[config.mk]
export PLATFORM = sky130hd
export DESIGN_NAME = control_unit
export DESIGN_NICKNAME = d
export VERILOG_FILES = /design/src/rtl/cu_pkg.sv /design/src/rtl/cu_step_counter.sv /design/src/rtl/control_unit.sv
export SDC_FILE = /design/constraint.sdc
export NUM_CORES = 1
export LEC_CHECK = 0
export ABC_AREA = 1
export CAP_MARGIN = 40
export CORE_AREA = 2 2 39 41
export CTS_CLUSTER_SIZE = 8
export DETAILED_ROUTE_END_ITERATION = 10
export DIE_AREA = 0 0 41 43
export GPL_ROUTABILITY_DRIVEN = 0
export PLACE_DENSITY_LB_ADDON = 0.08
export SETUP_SLACK_MARGIN = 0.2
export SLEW_MARGIN = 10
export SYNTH_ARGS = -nofsm -noshare
export SYNTH_HDL_FRONTEND = slang
export SYNTH_SLANG_ARGS = --single-unit
export TNS_END_PERCENT = 30
[constraint.sdc]
create_clock -name clk -period 3.4 [get_ports clk]
set_input_delay 0.68 -clock clk [delete_from_list [all_inputs] [get_ports clk]]
set_output_delay 0.68 -clock clk [all_outputs]
set_load 0.02 [all_outputs]
[src/rtl/cu_pkg.sv]
// Shared definitions for the SAP-style control unit: opcodes, microstep encodings,
// control-word bit positions and the per-opcode last execute step.
package cu_pkg;

    localparam int STEPS    = 5;
    localparam int CW_WIDTH = 16;

    typedef enum logic [2:0] {
        T0 = 3'd0,
        T1 = 3'd1,
        T2 = 3'd2,
        T3 = 3'd3,
        T4 = 3'd4
    } step_t;

    localparam logic [3:0] OP_NOP = 4'h0;
    localparam logic [3:0] OP_LDA = 4'h1;
    localparam logic [3:0] OP_ADD = 4'h2;
    localparam logic [3:0] OP_SUB = 4'h3;
    localparam logic [3:0] OP_STA = 4'h4;
    localparam logic [3:0] OP_LDI = 4'h5;
    localparam logic [3:0] OP_JMP = 4'h6;
    localparam logic [3:0] OP_JC  = 4'h7;
    localparam logic [3:0] OP_JZ  = 4'h8;
    localparam logic [3:0] OP_OUT = 4'hE;
    localparam logic [3:0] OP_HLT = 4'hF;

    // Control word is ordered h,mi,ri,ro,io,ii,ai,ao,eo,su,bi,oi,ce,co,j,f from MSB down.
    localparam int CW_H  = 15;
    localparam int CW_MI = 14;
    localparam int CW_RI = 13;
    localparam int CW_RO = 12;
    localparam int CW_IO = 11;
    localparam int CW_II = 10;
    localparam int CW_AI = 9;
    localparam int CW_AO = 8;
    localparam int CW_EO = 7;
    localparam int CW_SU = 6;
    localparam int CW_BI = 5;
    localparam int CW_OI = 4;
    localparam int CW_CE = 3;
    localparam int CW_CO = 2;
    localparam int CW_J  = 1;
    localparam int CW_F  = 0;

    // Last microstep that drives anything; a JC/JZ not taken still ends at T2.
    function automatic step_t last_exec_step(input logic [3:0] op);
        case (op)
            OP_LDA, OP_STA: return T3;
            OP_ADD, OP_SUB: return T4;
            default:        return T2;
        endcase
    endfunction

endpackage

[src/rtl/cu_step_counter.sv]
// Microstep counter: wraps after the last step, holds while halted and can
// return to T0 early when the decoder signals the instruction is done.
module cu_step_counter
    import cu_pkg::*;
(
    input  logic  clk_i,
    input  logic  rst_i,
    input  logic  halt_i,
    input  logic  early_end_i,
    output step_t step_o
);

    localparam step_t LAST_STEP = step_t'(3'(STEPS - 1));

    step_t step_q;
    step_t step_d;

    always_comb begin
        step_d = step_q;
        if (halt_i) begin
            step_d = step_q;
        end else if (early_end_i || (step_q >= LAST_STEP)) begin
            step_d = T0;
        end else begin
            step_d = step_t'(step_q + 3'd1);
        end
    end

    always_ff @(posedge clk_i) begin
        if (rst_i) begin
            step_q <= T0;
        end else begin
            step_q <= step_d;
        end
    end

    assign step_o = step_q;

endmodule

[src/rtl/control_unit.sv]
// Microcoded control unit: decodes {step, opcode, flags} into 16 control lines.
// Define CU_EARLY_END_EN to end each instruction after its last non-empty step.
module control_unit
    import cu_pkg::*;
(
    input  logic       clk,
    input  logic       rst,
    input  logic [3:0] cu_ins,
    input  logic       cu_f1,
    input  logic       cu_f0,
    output logic       cu_h,
    output logic       cu_mi,
    output logic       cu_ri,
    output logic       cu_ro,
    output logic       cu_io,
    output logic       cu_ii,
    output logic       cu_ai,
    output logic       cu_ao,
    output logic       cu_eo,
    output logic       cu_su,
    output logic       cu_bi,
    output logic       cu_oi,
    output logic       cu_ce,
    output logic       cu_co,
    output logic       cu_j,
    output logic       cu_f
);

    step_t               step;
    logic [CW_WIDTH-1:0] ctrlWord;
    logic                earlyEnd;

    cu_step_counter u_step_counter (
        .clk_i       (clk),
        .rst_i       (rst),
        .halt_i      (ctrlWord[CW_H]),
        .early_end_i (earlyEnd),
        .step_o      (step)
    );

`ifdef CU_EARLY_END_EN
    assign earlyEnd = (step == last_exec_step(cu_ins));
`else
    assign earlyEnd = 1'b0;
`endif

    // Flags and opcode are used live, so a flag change during T2 moves cu_j immediately.
    always_comb begin
        ctrlWord = '0;
        if (!rst) begin
            case (step)
                T0: begin
                    ctrlWord[CW_CO] = 1'b1;
                    ctrlWord[CW_MI] = 1'b1;
                end
                T1: begin
                    ctrlWord[CW_RO] = 1'b1;
                    ctrlWord[CW_II] = 1'b1;
                    ctrlWord[CW_CE] = 1'b1;
                end
                T2: begin
                    case (cu_ins)
                        OP_LDA, OP_ADD, OP_SUB, OP_STA: begin
                            ctrlWord[CW_IO] = 1'b1;
                            ctrlWord[CW_MI] = 1'b1;
                        end
                        OP_LDI: begin
                            ctrlWord[CW_IO] = 1'b1;
                            ctrlWord[CW_AI] = 1'b1;
                        end
                        OP_JMP: begin
                            ctrlWord[CW_IO] = 1'b1;
                            ctrlWord[CW_J]  = 1'b1;
                        end
                        OP_JC: begin
                            ctrlWord[CW_IO] = cu_f1;
                            ctrlWord[CW_J]  = cu_f1;
                        end
                        OP_JZ: begin
                            ctrlWord[CW_IO] = cu_f0;
                            ctrlWord[CW_J]  = cu_f0;
                        end
                        OP_OUT: begin
                            ctrlWord[CW_AO] = 1'b1;
                            ctrlWord[CW_OI] = 1'b1;
                        end
                        OP_HLT: ctrlWord[CW_H] = 1'b1;
                        default: ;
                    endcase
                end
                T3: begin
                    case (cu_ins)
                        OP_LDA: begin
                            ctrlWord[CW_RO] = 1'b1;
                            ctrlWord[CW_AI] = 1'b1;
                        end
                        OP_ADD, OP_SUB: begin
                            ctrlWord[CW_RO] = 1'b1;
                            ctrlWord[CW_BI] = 1'b1;
                        end
                        OP_STA: begin
                            ctrlWord[CW_AO] = 1'b1;
                            ctrlWord[CW_RI] = 1'b1;
                        end
                        default: ;
                    endcase
                end
                T4: begin
                    if ((cu_ins == OP_ADD) || (cu_ins == OP_SUB)) begin
                        ctrlWord[CW_EO] = 1'b1;
                        ctrlWord[CW_AI] = 1'b1;
                        ctrlWord[CW_F]  = 1'b1;
                        ctrlWord[CW_SU] = (cu_ins == OP_SUB);
                    end
                end
                default: ;
            endcase
        end
    end

    assign cu_h  = ctrlWord[CW_H];
    assign cu_mi = ctrlWord[CW_MI];
    assign cu_ri = ctrlWord[CW_RI];
    assign cu_ro = ctrlWord[CW_RO];
    assign cu_io = ctrlWord[CW_IO];
    assign cu_ii = ctrlWord[CW_II];
    assign cu_ai = ctrlWord[CW_AI];
    assign cu_ao = ctrlWord[CW_AO];
    assign cu_eo = ctrlWord[CW_EO];
    assign cu_su = ctrlWord[CW_SU];
    assign cu_bi = ctrlWord[CW_BI];
    assign cu_oi = ctrlWord[CW_OI];
    assign cu_ce = ctrlWord[CW_CE];
    assign cu_co = ctrlWord[CW_CO];
    assign cu_j  = ctrlWord[CW_J];
    assign cu_f  = ctrlWord[CW_F];

endmodule

==> impl_metrics.tcl <==
set metrics [dict create \
    maxSlewHeadroom_pct 80.0 \
    start_util_pct 33.9 \
    period_needed_ps 3120 \
    combPwrFrac_pct 46.2 \
    intPower_w 0.000123 \
    rsz0062_at_grt "false" \
    cts-root-buf "clkbuf_4" \
    final_common_cell "nand2_1" \
    numClockSinks 3 \
    maxSlewViolCount 0 \
    grt_pass1_vias 492 \
    n_antenna_cell 0 \
    vias 591 \
    worst_setup_path_end_kind "output port" \
    critical_path_class "in2out" \
    tritoncts "done" \
    cp-start-kind "primary input" \
    drt_wl_total_um 1240 \
    cts-htree-levels 1 \
    vdd_drop_max_v 0.000235 \
    die_area_um2 1760 \
    drtAntennaViolNets 0 \
    worst-path-buf-inv 4 \
    drt-initial-drc-count 9 \
    crit_chain "clkdlybuf4s50_1 > inv_1 > nand2_1 > nor2_1 > nand2_2 > inv_2 > clkdlybuf4s50_1" \
    cp_data_arrival_time_ps 2440 \
    clk_latency_ps 230 \
    dp_hpwl_um 990 \
    synth.distinct_cells 16 \
    fmax_mhz 320 \
    core_area_um2 1380 \
    die_h_um 43 \
    hold_viol 0 \
    fin_cells 131 \
    largest_register_ffs 3 \
    worstHoldPathType "reg2reg" \
    rows 14 \
    powerDensity_nw_per_um2 270 \
    synth_nets 103 \
    cts_hold_buf 0 \
    cap_viol_max_count 0 \
    grt_start_max_net_pins 7 \
    crit_path_max_fanout 5 \
    power_switching_w 0.0000755 \
    clkPwrFrac_pct 30.5 \
    run_status "finished, final reports clean" \
    post_cts_buffers 0 \
    placed_cells 127 \
    yosysSeqAreaShare_pct 12.8 \
    p_leak_nw 0.382 \
    crit_family "buffers and inverters" \
    io_buffers 23 \
    nets 129 \
    setup_viol_count_final 0 \
    cpMostUsedCell "clkdlybuf4s50_1" \
    required_ps 2720 \
    syn2layout_area_growth_pct 56.8 \
    die-width_um 41 \
    p_seq_share_pct 23.3 \
    ios 24 \
    syn_area_um2 469 \
    max_stage_delay_ps 610 \
    setup_tns_ps 0 \
    cts_buffers 3 \
    vias_per_cell 4.51 \
    cts.path.max_buffers 2 \
    post_drt_wl_per_cell_um 9.50 \
    grt_overflow 0 \
    syn_avg_cell_area_um2 5.21 \
    fin_crit_sh_pct 91.9 \
    antenna_found_initial 0 \
    slowest_stage "clkdlybuf4s50_1" \
    synth-warning-count 0 \
    syn_inst 90 \
    drt-pass1-iter-count 4 \
    ys_ff_latch 3 \
    switching_share_pct 37.9 \
    drive_gt1_share_pct 6.96 \
    final_cell_mix "nand2_1, clkdlybuf4s50_1, nor2_1" \
    drc 0 \
    track_usage_pct 14.5 \
    timing_worst_slew_pin_value_ps 299 \
    fin_skew_ps 2.65 \
    path_clk_slew_ps 30 \
    grt_pass1_wl_um 1830 \
]
-- worst reg2reg max path: stages, from the launching register on --
cell and delay (ps):
dfxtp_1 340, inv_1 120, ha_1 180, inv_1 50
nor2_1 190, nand2_2 100, inv_2 90, nand2_1 50
o21ai_1 60
-- final timing paths --
path / from / to / slack, ps / cells after the start
worst max register to register: u_step_counter.step_o[0] / u_step_counter.step_o[0] / 2160 / 8
worst min-delay path: u_step_counter.step_o[0] / u_step_counter.step_o[0] / 510 / 2
worst min register to register: u_step_counter.step_o[0] / u_step_counter.step_o[0] / 510 / 2
worst max-delay path: rst / cu_h / 280 / 7
-- stage by stage --
| stage | hold WS, ps | cell area [um^2] | worst slack (ps) | power [W] | util [%] |
|---|---|---|---|---|---|
| after floorplan | 483 | 469 | 1170 | 0.000103 | - |
| after global placement | 504 | 704 | 259 | 0.000139 | 50.9 |
| after detailed placement | 508 | 704 | 246 | 0.000139 | 50.9 |
| after CTS | 516 | 731 | 241 | 0.000202 | 52.8 |
| after global routing | 548 | 736 | 202 | 0.000220 | 53.2 |
| final | 507 | 736 | 277 | 0.000199 | 53.2 |
-- cells by family after synthesis --
| kind of cell | Yosys count | share of synthesized area, % |
|---|---|---|
| and+or+nand+nor | 60 | 53.1 |
| adders and majority gates | 5 | 13.3 |
| DFF | 3 | 12.8 |
| buffers and inverters | 17 | 15.2 |
| AOI/OAI and AO/OA | 5 | 5.60 |
-- synth_stat cells --
cell / count / share of area, %
nor4_1: 1 / 1.3
nor3_1: 2 / 2.1
nor2_4: 1 / 2.4
o21ai_1: 1 / 1.1
a21oi_1: 2 / 2.1
ha_1: 5 / 13
nor2_1: 20 / 16
dfxtp_1: 3 / 13
nand2_2: 1 / 1.3
o21ai_0: 1 / 1.1
nand2_1: 28 / 22
inv_2: 2 / 1.6
buf_4: 2 / 3.2
o22ai_1: 1 / 1.3
inv_1: 13 / 10
nand3_1: 7 / 7.5
-- repair_timing --
item,in CTS,in global routing
endpoints found under the hold margin,0,0
gates resized for setup,0,2
setup endpoints to repair,0,6
-- area by class of cell --
| type | instances | area [um^2] |
|---|---|---|
| Inverter | 15 | 56.3 |
| Tap cell | 16 | 20.0 |
| Clock buffer | 4 | 26.3 |
| Fill cell | 147 | 648 |
| Multi-Input combinational cell | 70 | 340 |
| Sequential cell | 3 | 60.1 |
| Timing Repair Buffer | 23 | 233 |
-- per-layer routing --
layer | GRT usage, % | share of wire, % | wire [um] | vias to the layer above
met4 | 7.33 | 0 | 0 | 0
met5 | 0 | 0 | 0 | -
met1 | 16.9 | 46 | 572 | 246
met3 | 2.09 | 6.4 | 79 | 0
met2 | 24.1 | 48 | 592 | 18
li1 | - | - | - | 327
-- power by group through the flow --
stage	clock network (W)	logic, W	registers [W]
final	0.0000606	0.0000920	0.0000463
after global routing	0.0000675	0.000105	0.0000471
after CTS	0.0000626	0.0000928	0.0000466
after detailed placement	0	0.0000922	0.0000468
after global placement	0	0.0000922	0.0000467
after floorplan	0	0.0000578	0.0000454
Power figures use the tool's default switching activity.
